## src/rtl/hilo_muldiv_unit.sv

```systemverilog
// Iterative multiply/divide engine that owns the architectural HI/LO registers.
// It runs one shift-add or restoring-divide step per cycle, then a FIX cycle applies the signs.
module hilo_muldiv_unit #(
    parameter int WIDTH = 32
) (
    input  logic             clk,
    input  logic             rst_n,
    input  logic             start_i,
    input  logic [2:0]       op_i,
    input  logic [WIDTH-1:0] src_a_i,
    input  logic [WIDTH-1:0] src_b_i,
    input  logic             flush_i,
    output logic             busy_o,
    output logic             done_o,
    output logic             div_by_zero_o,
    output logic [WIDTH-1:0] hi_o,
    output logic [WIDTH-1:0] lo_o
);
    localparam int CW = $clog2(WIDTH);

    typedef enum logic [1:0] {S_IDLE, S_MUL, S_DIV, S_FIX} state_e;

    state_e             state_q;
    logic [CW-1:0]      counter_q;
    logic [2*WIDTH-1:0] acc_q;
    logic [WIDTH-1:0]   opnd_q;
    logic               neg_q, rneg_q, is_mul_q;
    logic               busy_q, done_q, dbz_q;
    logic [WIDTH-1:0]   hi_q, lo_q;

    logic               signed_op;
    logic [WIDTH-1:0]   mag_a, mag_b;
    logic [WIDTH:0]     mul_sum, div_rs, div_diff;
    logic [2*WIDTH-1:0] mul_d, div_d, prod_fix;
    logic [WIDTH-1:0]   quot_fix, rem_fix;

    always_comb begin
        signed_op = (op_i == 3'd0) || (op_i == 3'd2);
        mag_a     = (signed_op && src_a_i[WIDTH-1]) ? -src_a_i : src_a_i;
        mag_b     = (signed_op && src_b_i[WIDTH-1]) ? -src_b_i : src_b_i;

        // Multiply: the multiplier sits in the low half and is consumed LSB first.
        mul_sum = {1'b0, acc_q[2*WIDTH-1:WIDTH]} + (acc_q[0] ? {1'b0, opnd_q} : '0);
        mul_d   = {mul_sum, acc_q[WIDTH-1:1]};

        // Divide: remainder in the high half, dividend/quotient shifting through the low half.
        div_rs   = acc_q[2*WIDTH-1:WIDTH-1];
        div_diff = div_rs - {1'b0, opnd_q};
        div_d    = div_diff[WIDTH] ? {div_rs[WIDTH-1:0], acc_q[WIDTH-2:0], 1'b0}
                                   : {div_diff[WIDTH-1:0], acc_q[WIDTH-2:0], 1'b1};

        prod_fix = neg_q  ? -acc_q : acc_q;
        quot_fix = neg_q  ? -acc_q[WIDTH-1:0] : acc_q[WIDTH-1:0];
        rem_fix  = rneg_q ? -acc_q[2*WIDTH-1:WIDTH] : acc_q[2*WIDTH-1:WIDTH];
    end

    always_ff @(posedge clk or negedge rst_n) begin
        if (!rst_n) begin
            state_q   <= S_IDLE;
            counter_q <= '0;
            acc_q     <= '0;
            opnd_q    <= '0;
            neg_q     <= 1'b0;
            rneg_q    <= 1'b0;
            is_mul_q  <= 1'b0;
            busy_q    <= 1'b0;
            done_q    <= 1'b0;
            dbz_q     <= 1'b0;
            hi_q      <= '0;
            lo_q      <= '0;
        end else begin
            done_q <= 1'b0;
            if (flush_i) begin
                state_q <= S_IDLE;
                busy_q  <= 1'b0;
            end else begin
                case (state_q)
                    S_IDLE: begin
                        if (start_i && op_i <= 3'd5) begin
                            dbz_q     <= 1'b0;
                            counter_q <= '0;
                            neg_q     <= signed_op && (src_a_i[WIDTH-1] ^ src_b_i[WIDTH-1]);
                            rneg_q    <= signed_op && src_a_i[WIDTH-1];
                            case (op_i)
                                3'd4: begin
                                    hi_q   <= src_a_i;
                                    done_q <= 1'b1;
                                end
                                3'd5: begin
                                    lo_q   <= src_a_i;
                                    done_q <= 1'b1;
                                end
                                3'd0, 3'd1: begin
                                    acc_q    <= {{WIDTH{1'b0}}, mag_b};
                                    opnd_q   <= mag_a;
                                    is_mul_q <= 1'b1;
                                    busy_q   <= 1'b1;
                                    state_q  <= S_MUL;
                                end
                                default: begin
                                    // A zero divisor resolves immediately without iterating.
                                    if (src_b_i == '0) begin
                                        hi_q   <= src_a_i;
                                        lo_q   <= '1;
                                        dbz_q  <= 1'b1;
                                        done_q <= 1'b1;
                                    end else begin
                                        acc_q    <= {{WIDTH{1'b0}}, mag_a};
                                        opnd_q   <= mag_b;
                                        is_mul_q <= 1'b0;
                                        busy_q   <= 1'b1;
                                        state_q  <= S_DIV;
                                    end
                                end
                            endcase
                        end
                    end
                    S_MUL, S_DIV: begin
                        acc_q     <= (state_q == S_MUL) ? mul_d : div_d;
                        counter_q <= counter_q + 1'b1;
                        if (counter_q == CW'(WIDTH - 1)) state_q <= S_FIX;
                    end
                    default: begin
                        if (is_mul_q) begin
                            hi_q <= prod_fix[2*WIDTH-1:WIDTH];
                            lo_q <= prod_fix[WIDTH-1:0];
                        end else begin
                            hi_q <= rem_fix;
                            lo_q <= quot_fix;
                        end
                        done_q  <= 1'b1;
                        busy_q  <= 1'b0;
                        state_q <= S_IDLE;
                    end
                endcase
            end
        end
    end

    assign busy_o        = busy_q;
    assign done_o        = done_q;
    assign div_by_zero_o = dbz_q;
    assign hi_o          = hi_q;
    assign lo_o          = lo_q;
endmodule

```

## config.mk

```make
export PLATFORM = sky130hd
export DESIGN_NAME = hilo_muldiv_unit
export DESIGN_NICKNAME = d
export VERILOG_FILES = /design/src/rtl/hilo_muldiv_unit.sv
export SDC_FILE = /design/constraint.sdc
export NUM_CORES = 1
export LEC_CHECK = 0
export CORE_MARGIN = 2
export CORE_UTILIZATION = 25
export CTS_CLUSTER_SIZE = 16
export DETAILED_ROUTE_END_ITERATION = 16
export GPL_TIMING_DRIVEN = 0
export SETUP_SLACK_MARGIN = 0.3
export SLEW_MARGIN = 30
export SYNTH_ARGS = -nofsm -noshare
export SYNTH_HDL_FRONTEND = slang
export SYNTH_SLANG_ARGS = --single-unit
```

## constraint.sdc

```tcl
create_clock -name clk -period 4.7 [get_ports clk]
set_input_delay 1.175 -clock clk [delete_from_list [all_inputs] [get_ports clk]]
set_output_delay 1.175 -clock clk [all_outputs]
set_load 0.005 [all_outputs]
```

**Word-level counts from Yosys, hierarchy flattened**

Cells that the tools add are included.

- Register bits: 173
- Input port bits: 71
- Output and inout port bits: 67
- Word-level logic and storage cells: 113

- Add/subtract/negate cells: 8
- Magnitude comparators: 1
- Equal/unequal tests: 20
- Multiplexer cells: 45
- Bitwise gates (word level): 4
- Reduce and logical (&&, ||, !) cells: 23

Operators with widths:

| kind | count |
|---|---|
| $mux W32 | 12 |
| $mux W64 | 5 |
| $pmux W32 S2 | 5 |
| $pmux W64 S2 | 2 |
| $neg A32 Y32 | 4 |
| $neg A64 Y64 | 1 |
| $add A32 B32 Y33 | 1 |
| $sub A33 B32 Y33 | 1 |
| $logic_not A32 Y1 | 1 |
| $reduce_and A5 Y1 | 4 |
| $ne A2 B2 Y1 const B | 5 |
| $pmux W1 S2 | 5 |
| $pmux W5 S2 | 1 |
| $ne A3 B2 Y1 const B | 3 |
| $ne A3 B3 Y1 const B | 3 |
| $mux W1 | 8 |
| $mux W2 | 4 |
| $pmux W2 S2 | 2 |
| $reduce_and A4 Y1 | 2 |
| $eq A3 B3 Y1 const B | 2 |
| $reduce_and A3 Y1 | 2 |
| $reduce_or A2 Y1 | 3 |
| $reduce_or A3 Y1 | 2 |
| $add A5 B1 Y5 const B | 1 |
| other kinds (17) | 22 |

**Logic depth before layout (Yosys ltp)**

Gate-level depths: netlist of run 1.

- Word-level depth: 8
- Mapped depth: 15
- Gate-level depth less buffers: 13

**Least setup slack after synthesis of run 1**

OpenSTA, ideal clock, no wires.

- Kind: input to register
- From: in src_b_i[27]
- To: reg opnd_q[24]
- Library setup time: 121 ps
- Arrival: 3,548 ps
- Required time: 4,579 ps
- Slack: 1,031 ps
- Stages on the path: 11
- Path buffers: 3
- Cell sequence: or4_1 -> or3_1 -> or3_1 -> or4_1 -> buf_6 -> nand2_4 -> or2_4 -> buf_8 -> buf_8 -> a21oi_2 -> a22o_1

- Longest elaborated chain between the ends: 3

Ends and longest elaborated chain:

| item | line | text |
|---|---|---|
| start, declared | 11 | `input logic [WIDTH-1:0] src_b_i,` |
| $logic_not A32 Y1 | 102 | `if (src_b_i == '0) begin` |
| $ne A2 B1 Y1 (no line) | n/a |  |
| $reduce_and A5 Y1 (no line) | n/a |  |
| end signal, assigned | 95 | `opnd_q <= mag_a;` |
| end signal, assigned | 109 | `opnd_q <= mag_b;` |
| end, declared | 26 | `logic [WIDTH-1:0] opnd_q;` |

Every way passes these cells.
A chain may end at the register's enable or synchronous reset.

**Final worst setup path of run 1**

- From: in src_a_i[15]
- To: reg acc_q[30]

- Longest elaborated chain between the ends: 6

Ends and longest elaborated chain:

| item | line | text |
|---|---|---|
| start, declared | 10 | `input logic [WIDTH-1:0] src_a_i,` |
| $neg A32 Y32 | 39 | `mag_a = (signed_op && src_a_i[WIDTH-1]) ? -src_a_i : src_a_i;` |
| $mux W32 | 39 |  |
| $mux W64 | 102 |  |
| $pmux W64 S2 | 84 | `case (op_i)` |
| $mux W64 | 79 | `if (start_i && op_i <= 3'd5) begin` |
| $pmux W64 S2 | 77 | `case (state_q)` |
| end signal, assigned | 94 | `acc_q <= {{WIDTH{1'b0}}, mag_b};` |
| end signal, assigned | 108 | `acc_q <= {{WIDTH{1'b0}}, mag_a};` |
| end signal, assigned | 119 | `acc_q <= (state_q == S_MUL) ? mul_d : div_d;` |
| end, declared | 25 | `logic [2*WIDTH-1:0] acc_q;` |

Every way passes these cells. The select of a mux whose other input is x is not followed.

==> results.md, run 1 <==
Clocking:
- The tree built by TritonCTS fans out to 173 sinks.
- At the later pin of the worst-skew pair, clock insertion delay measures 0.46 ns.
- The clock tree from TritonCTS is yes.
- Gates resized during post-CTS repair numbered 3.
- The cell sitting at the root of the clock tree is a sky130_fd_sc_hd__clkbuf_16.
- The count of hold buffers inserted by post-cts repair is 0.
- The largest buffer count on any clock path is 2.
- The number of clock buffers inserted by TritonCTS is 17.
- The number of levels the H-tree was split into is 4.
- The number of buffers inserted to repair setup after CTS is 0.
- After clock tree synthesis, the clock-pin slew on the worst setup and hold paths is 0.08 ns.

Power:
- The overall power is 0.0132 W.
- In this run the static leakage power is 7.75 nW.
- The peak ir drop on the vdd network is 0.396 mV.
- The total power divided by cell area is 702 nW/um2.

STA:
- The routed design could run at a clock period as short as 4.26 ns.
- On the final layout, the worst clock skew is 0.0178 ns.
- The slew of the pin with the lowest slew margin is 0.949 ns.
- Setup repair after global routing could not meet its margin everywhere.
- Derived from the worst setup path, the maximum achievable clock frequency is 0.235 GHz.
- Dividing the final minimum period by the clock period gives 0.906.
- The final-report hold violation count came to 0.
- The max-slew violation count is 0.
- The post-route setup TNS is 0 ns.
- Measured against its own limit, the worst slew margin works out to 0.368.
- The final setup violation count is 0.

Cells and area:
- Compared with the post-synthesis result, the final layout area differs by 19.5%.
- At the end of the flow the core is filled with cells to 0.300.
- At the end of the flow, the number of nets in the layout was 2334.
- Of the cells placed in the final design, the portion with a size suffix greater than 1 is 0.0713.

Die:
- Row generation in the floorplan step produced 92 rows.
- The die is 255 um tall.
- The placeable core area is 62700 um2.
- For this configuration, the core starts out at a cell density of 0.251.
- The die covers 65100 um2.
- From left edge to right edge, the die measures 255 um.
- Pin placement for this block handled 138 I/O pins.

Yosys:
- The gate count of the mapped netlist is 2036.
- The distinct cell type count of the synthesized netlist is 82.
- The most used flip-flop cell after synthesis is sky130_fd_sc_hd__dfrtp_1.
- Of the synthesized area, sequential elements account for 0.275.
- The post-synthesis area per instance is 7.74 um2.
- The Yosys step of the flow raised 0 warnings.
- The number of flops mapped to enable cells by yosys is 0.
- After synthesis the netlist holds a flip-flop and latch count of 173.
- The cell area after technology mapping is 15800 um2.
- The number of nets handed over by synthesis was 2182.
- The fraction of synthesis flops using an asynchronous set or reset pin is 1.00.

GRT:
- The largest net degree at the start of global routing is 66.
- The global-route wire length before repair is 95.2 mm.
- The remaining global-route overflow is 0.
- The number of global-route vias before repair is 14954.
- The number of antenna violations at the first check in global routing is 12.
- For this run, the total global-route usage over all layers was measured as 0.194.

Critical path:
- The length in cells of the worst reg-to-reg path is 13.
- The reg-to-reg startpoint is acc_q[31].
- The critical path data required time is 5.04 ns.
- The startpoint type of the worst setup path is a primary input.
- STA classifies the critical path endpoint as a flop.
- The setup slack of the worst register-to-register path is 0.54 ns.
- The end of the worst register-to-register path is acc_q[41].
- Data on the critical path arrives at its endpoint at 4.60 ns.
- The largest fanout on the critical path is 6.
- The worst setup path is of the in2reg kind.

Detailed routing:
- The routed wirelength normalized by instance count is 21.2 um.
- In this run the remaining antenna-violating nets after routing total 0.
- The first detailed-routing pass took 5 iterations.
- The number of DRC violations after detailed routing is 0.
- The detailed-route via count is 16168.
- In this run, the number of DRC markers left after iteration 0 of detailed routing was 1888.
- After detailed routing, the number of vias per cell comes to 5.30.
- After detailed routing, the total wire length is 64.8 mm.

Placed design:
- After legalization and detailed placement, the total HPWL measured 52.3 mm.
- During placement, the flow inserted port buffers numbering 131.
- The final weighted congestion of routability-driven global placement is 0.976.

Worst hold path:
- The cell depth of the worst min-delay path is 2.
- The worst hold path begins at lo_o[17].
- The worst hold path endpoint is lo_o[17].
- The min-delay analysis places its worst path in the category reg2reg.

Job:
- Max-cap violations in this run came to 0.

Status:
- The flow ran to the end, and the final reports show no timing, DRC or antenna violations.
## cell type report
type                    instances  area [um2]
well taps                     846        1060
diodes                          2        5.00
plain buffers                 133         659
fillers                      6782       43900
clock inverters                14         169
inverters                      70         264
repair buffers                133        1370
multi-input cells            1660       10500
flip-flops and latches        173        4330
clock buffers                  18         429
## layer usage
metal	wire (um)	GRT usage	part of all wire	up-vias
met2	27700	0.295	0.43	745
met1	29100	0.273	0.45	7645
met4	2380	0.0712	0.037	20
li1	-	-	-	7637
met3	5500	0.0348	0.085	121
met5	109	0	0.0017	-
## worst max-delay path, cell delays in order
cell,delay (ns)
sky130_fd_sc_hd__clkdlybuf4s50_1,0.66
sky130_fd_sc_hd__or4_1,0.67
sky130_fd_sc_hd__nor4_1,0.45
sky130_fd_sc_hd__nor4b_2,0.49
sky130_fd_sc_hd__a21oi_1,0.15
sky130_fd_sc_hd__xnor2_1,0.45
sky130_fd_sc_hd__o21ai_0,0.25
sky130_fd_sc_hd__o31ai_1,0.29
## cells in the mapped netlist (all sizes together), types with 13 or more instances
cell type / n / area share
a21o: 31 / 0.015
or3: 18 / 0.0071
o21a: 13 / 0.0062
a211oi: 29 / 0.014
nor3: 51 / 0.017
nand3: 20 / 0.0071
xor2: 68 / 0.038
a31oi: 21 / 0.0083
o31ai: 21 / 0.010
a21oi: 165 / 0.053
nand2b: 19 / 0.0075
xnor2: 102 / 0.057
o22ai: 35 / 0.014
o221ai: 31 / 0.017
clkbuf: 93 / 0.022
or4: 19 / 0.0091
mux2i: 45 / 0.029
ha: 73 / 0.058
nor2: 176 / 0.042
nand2: 290 / 0.070
buf: 40 / 0.019
o211ai: 14 / 0.0070
nor4: 22 / 0.0095
o21ai: 213 / 0.074
and3: 13 / 0.0052
mux2: 23 / 0.016
inv: 69 / 0.016
nor2b: 15 / 0.0060
dfrtp: 173 / 0.27
## where the power goes
part | total (W) | leakage [nW] | switching, W | internal (W)
sequential | 0.00288 | 2.20 | 0.000743 | 0.00214
clock | 0.00154 | 0.292 | 0.000732 | 0.000807
combinational | 0.00880 | 5.26 | 0.00536 | 0.00344
total | 0.0132 | 7.75 | 0.00684 | 0.00639
## cell families (layout without fill, tap and decap cells)
kind of cell / Yosys count / in the layout / synth area share
xor+xnor: 170 / 170 / 0.0945
fa+ha+maj: 75 / 75 / 0.0605
compound gates: 657 / 657 / 0.266
flops: 173 / 173 / 0.275
simple gates: 690 / 690 / 0.201
mux: 68 / 68 / 0.0450
other cells: 0 / 2 / 0
buf+inv: 203 / 368 / 0.0584
## through the flow
step	std cells	setup slack, ns	area, um2	hold slack (ns)
4_1_cts	3047	0.331	18800	0.481
2_1_floorplan	2036	1.03	15800	0.449
6_report	3049	0.441	18800	0.478
3_3_place_gp	3013	-4.95	18100	0.460
5_1_grt	3048	0.288	18800	0.493
3_5_place_dp	3015	-0.298	18200	0.464
## state kept, by name, summed over array words and instances (netlist names)
signal	count
acc_q	64
hi_o	32
lo_o	32
opnd_q	32
counter_q	5
state_q	2
busy_o	1
div_by_zero_o	1
done_o	1
is_mul_q	1
neg_q	1
rneg_q	1
## cells in the final DEF (no fill, tap or decap), types with 10 or more instances in the layout
cell type / Yosys / final
sky130_fd_sc_hd__or3_1: 18 / 18
sky130_fd_sc_hd__buf_2: 12 / 12
sky130_fd_sc_hd__o41ai_1: 12 / 12
sky130_fd_sc_hd__clkbuf_1: 90 / 89
sky130_fd_sc_hd__nand2_1: 288 / 288
sky130_fd_sc_hd__nor2b_1: 15 / 15
sky130_fd_sc_hd__and3_1: 13 / 13
sky130_fd_sc_hd__nand4_1: 11 / 11
sky130_fd_sc_hd__and2_1: 12 / 12
sky130_fd_sc_hd__o21a_1: 13 / 13
sky130_fd_sc_hd__a311oi_1: 12 / 12
sky130_fd_sc_hd__or4_1: 19 / 19
sky130_fd_sc_hd__buf_6: 10 / 10
sky130_fd_sc_hd__ha_1: 73 / 73
sky130_fd_sc_hd__a31oi_1: 21 / 21
sky130_fd_sc_hd__xor2_1: 68 / 68
sky130_fd_sc_hd__inv_1: 69 / 69
sky130_fd_sc_hd__o21ai_2: 28 / 28
sky130_fd_sc_hd__o221ai_1: 31 / 31
sky130_fd_sc_hd__xnor2_1: 102 / 102
sky130_fd_sc_hd__a21oi_1: 163 / 163
sky130_fd_sc_hd__o21ai_1: 32 / 32
sky130_fd_sc_hd__nand2b_1: 19 / 19
sky130_fd_sc_hd__nor4_1: 20 / 19
sky130_fd_sc_hd__nor3_1: 50 / 49
sky130_fd_sc_hd__o31ai_1: 21 / 21
sky130_fd_sc_hd__buf_4: 11 / 11
sky130_fd_sc_hd__o211ai_1: 13 / 13
sky130_fd_sc_hd__clkdlybuf4s50_1: 0 / 130
sky130_fd_sc_hd__clkbuf_16: 0 / 17
sky130_fd_sc_hd__nor2_1: 175 / 175
sky130_fd_sc_hd__nand3_1: 19 / 19
sky130_fd_sc_hd__o22ai_1: 35 / 35
sky130_fd_sc_hd__o21ai_0: 153 / 153
sky130_fd_sc_hd__mux2_2: 23 / 23
sky130_fd_sc_hd__a21o_1: 30 / 30
sky130_fd_sc_hd__mux2i_1: 45 / 45
sky130_fd_sc_hd__a211oi_1: 29 / 29
sky130_fd_sc_hd__dfrtp_1: 173 / 172
## worst max-delay path by stage
stage | start | to | slack [ns] | depth (start not counted)
after detailed placement | src_b_i[16] | acc_q[51] | -0.30 | 10
final | src_a_i[15] | acc_q[30] | 0.44 | 8
after global routing | src_a_i[15] | acc_q[28] | 0.29 | 9
after CTS | src_b_i[16] | acc_q[51] | 0.33 | 10
after global placement | rst_n | acc_q[46] | -4.95 | 1
after floorplan | src_b_i[27] | opnd_q[24] | 1.03 | 11
Power figures use the tool's default switching activity.
==> run 2, diff against run 1 <==
CELL_PAD_IN_SITES_DETAIL_PLACEMENT = 2   (was unset)
CELL_PAD_IN_SITES_GLOBAL_PLACEMENT = 2   (was unset)
PLACE_DENSITY_LB_ADDON = 0.1   (was unset)
==> results.md, run 2 (synthesis gave the netlist of run 1 again) <==
Job:
- The number of maximum-capacitance violations is 0.

Cells and area:
- In the layout the commonest cells are sky130_fd_sc_hd__nand2_1 (287), sky130_fd_sc_hd__nor2_1 (174), sky130_fd_sc_hd__dfrtp_1 (171).
- The share of post-route cells with drive strength above 1 is 0.0763.
- The final net count is 2335.
- The register with the most flip-flops in the layout has 64 of them.
- acc_q holds more flip-flops than any other register.
- Compared with the post-synthesis result, the final layout area differs by 20.1%.
- The count of placed standard cells in the final layout, fillers left out is 3048.
- Counting the fill cells in the layout gives 7234.
- Leaving out fill and tap cells, the most frequent cell in the layout is sky130_fd_sc_hd__nand2_1.

Clocking:
- The CTS clock-pin slew for the worst setup and hold paths is 0.08 ns.
- The number of levels the H-tree was split into is 4.
- In this run the deepest clock path goes through 2 buffers.
- The clock latency on the worst-skew pair is 0.52 ns.
- TritonCTS built the clock tree.
- The number of clock buffers inserted by TritonCTS is 17.
- The count of clock tree sinks is 173.
- The clock root buffer master is sky130_fd_sc_hd__clkbuf_16.
- Buffers added to address setup during post-CTS repair amount to 0.

Placed design:
- The wire-length estimate of the detail-placed layout is 67.4 mm.
- Routability-driven placement finished with a final weighted congestion of 0.906.
- The total placed cells including tap cells is 3016.
- The number of port buffers is 131.
- Prior to clock tree synthesis, the placed netlist has a worst setup slack of -0.494 ns.

Detailed routing:
- The remaining antenna violation count after routing is 0.
- The number of detailed-routing iterations run before antenna repair is 5.
- The routed wirelength normalized by instance count is 27.0 um.
- The number of violations reported at the end of detailed-routing iteration 0 is 875.
- The final routed wirelength across all metal layers is 82.2 mm.
- The number of DRC violations after detailed routing is 0.
- Dividing the detail-routed via count by the number of cells gives 5.44.
- For this block, the via count after detailed routing is 16591.

STA:
- Setup violations remaining at the end of the flow were counted as 0.
- The slew of the pin with the lowest slew margin is 1.07 ns.
- In the final timing run, aggregate negative setup slack is 0 ns.
- After layout, the minimum clock period comes to 4.28 ns.
- Across all setup checks in the final design, the least slack found is 0.424 ns.
- The worst clock skew is 0.0170 ns.
- The final-report hold violation count came to 0.
- Setup repair after global routing could not meet its margin everywhere.
- In the finished design, the share of the clock period the worst path needs comes to 0.910.
- The max-slew violation count was 0.
- Based on the critical path, the design can be clocked at up to 0.234 GHz.
- Measured against its own limit, the worst slew margin works out to 0.285.

GRT:
- Entering global routing, the biggest net connects 53 pins.
- The number of antenna violations at the first check in global routing was 0.
- The remaining global-route overflow is 0.
- The overall fraction of global-route tracks in use is 0.253.
- The global-route wire length before repair is 120 mm.
- The number of global-route vias before repair is 17426.

Critical path:
- The cell at the slowest stage of the critical path is sky130_fd_sc_hd__or4_1.
- The buffering stage count on the worst path with inverters included is 3.
- The cell class contributing the biggest share of worst-path delay is simple AND/OR/NAND/NOR gates.
- The delay of the slowest cell on the worst path is 0.63 ns.
- The endpoint class of the critical path is a flop.
- STA classifies the critical path startpoint as a primary input.
- The setup path with the least slack is of type in2reg.
- The critical path data required time is 5.07 ns.
- Data on the critical path arrives at its endpoint at 4.65 ns.
- Walking the worst path, the cells encountered are clkdlybuf4s50_1 -> or4_1 -> nor4b_2 -> nand3_1 -> or4_1 -> buf_6 -> a21o_1 -> nand2_4 -> buf_4 -> o221ai_1.
- The largest fanout on the critical path is 10.
- The cell that appears most often on the critical path is sky130_fd_sc_hd__or4_1.

Status:
- The flow ran to the end, and the final reports show no timing, DRC or antenna violations.

Die:
- The initial utilization of the core area, before any placement, comes to 0.251.
- The die is 255 um tall.
- The floorplan row count is 92.
- The placeable core area is 62700 um2.
- From left edge to right edge, the die measures 255 um.
- The floorplan step defined a die boundary enclosing 65100 um2.
- The number of ports placed on the die boundary is 138.

Power:
- The share of total power dissipated in the clock network is 0.114.
- Of the total power, combinational logic draws 0.675.
- The sequential group share of total power is 0.211.
- The total power divided by cell area is 737 nW/um2.
- The internal power of the cells totals 0.00646 W.
- The net switching component of the power is 0.00749 W.
- The worst-case IR drop observed on VDD is 0.207 mV.
- Of the total power, the share spent switching nets is 0.537.
- In this run the static leakage power is 7.78 nW.

Worst hold path:
- The worst hold path belongs to the class reg2reg.
## run 2: cell count changes in the layout (fill, tap and decap cells not counted), moves of 2 or more
cell / change
sky130_fd_sc_hd__a21oi_1: -3
sky130_fd_sc_hd__clkinv_4: +3
sky130_fd_sc_hd__a21oi_2: +3
sky130_fd_sc_hd__clkbuf_4: +2
sky130_fd_sc_hd__nor4_2: +2
sky130_fd_sc_hd__inv_6: -5
sky130_fd_sc_hd__nor4_1: -2
sky130_fd_sc_hd__inv_8: -2
## run 2: per-stage QoR
step	hold slack (ns)	total power, W	instance area [um2]	util
after floorplan	0.449	0.00853	15800	-
after global placement	0.463	0.0121	18100	0.289
after detailed placement	0.473	0.0123	18200	0.290
after CTS	0.490	0.0140	18900	0.301
after global routing	0.502	0.0150	18900	0.302
final	0.481	0.0140	18900	0.302
## run 2: power groups by stage
stage               Combinational (W)  Clock, W  Sequential, W
detailed placement            0.00935         0        0.00296
global placement              0.00913         0        0.00293
floorplan                     0.00590         0        0.00263
CTS                           0.00941   0.00162        0.00293
global route                   0.0103   0.00166        0.00303
finish                        0.00942   0.00159        0.00294
## run 2: worst reg2reg max path, cell delays in order (launching register included)
cell and delay [ns]:
sky130_fd_sc_hd__dfrtp_2 0.50, sky130_fd_sc_hd__inv_4 0.18, sky130_fd_sc_hd__buf_2 0.31, sky130_fd_sc_hd__nor2_1 0.10, sky130_fd_sc_hd__ha_1 0.27, sky130_fd_sc_hd__clkbuf_1 0.19, sky130_fd_sc_hd__and3_1 0.22, sky130_fd_sc_hd__clkbuf_1 0.17
sky130_fd_sc_hd__a221o_1 0.35, sky130_fd_sc_hd__a21o_1 0.20, sky130_fd_sc_hd__or4_1 0.49, sky130_fd_sc_hd__a31oi_2 0.27, sky130_fd_sc_hd__o31ai_1 0.20, sky130_fd_sc_hd__a22o_1 0.24, sky130_fd_sc_hd__nor4_1 0.23, sky130_fd_sc_hd__o31ai_1 0.12
## run 2: area by class of cell
cell class                 instances  area, um2  share of cell area
antenna                            1       2.50            0.000132
buffer                           133        666              0.0352
multi-input combinational       1660      10600               0.560
tap                              846       1060              0.0559
inverter                          70        265              0.0140
clock inverter                    11        159             0.00839
clock buffer                      20        447              0.0236
timing repair buffer             134       1400              0.0739
sequential                       173       4330               0.229
## run 2: layer usage
metal / vias up / part of all wire / track usage
li1: 7648 / - / -
met1: 8545 / 0.47 / 0.345
met2: 322 / 0.46 / 0.414
met3: 76 / 0.032 / 0.0299
met4: 0 / 0.032 / 0.0859
met5: - / 0 / 0
## run 2: timing repair
action,in CTS,in global routing
hold buffers,0,0
gates resized for setup,11,16
endpoints found under the setup margin,32,72
## run 2: final timing paths
kind	startpoint	end	cells past startpoint	slack (ns)
max in group asynchronous	rst_n	acc_q[63]	4	2.98
min in group asynchronous	rst_n	hi_o[13]	1	0.54
min reg2reg	lo_o[20]	lo_o[20]	2	0.48
max	src_b_i[15]	acc_q[47]	10	0.42
max reg2reg	acc_q[0]	acc_q[63]	15	0.50
min	lo_o[20]	lo_o[20]	2	0.48
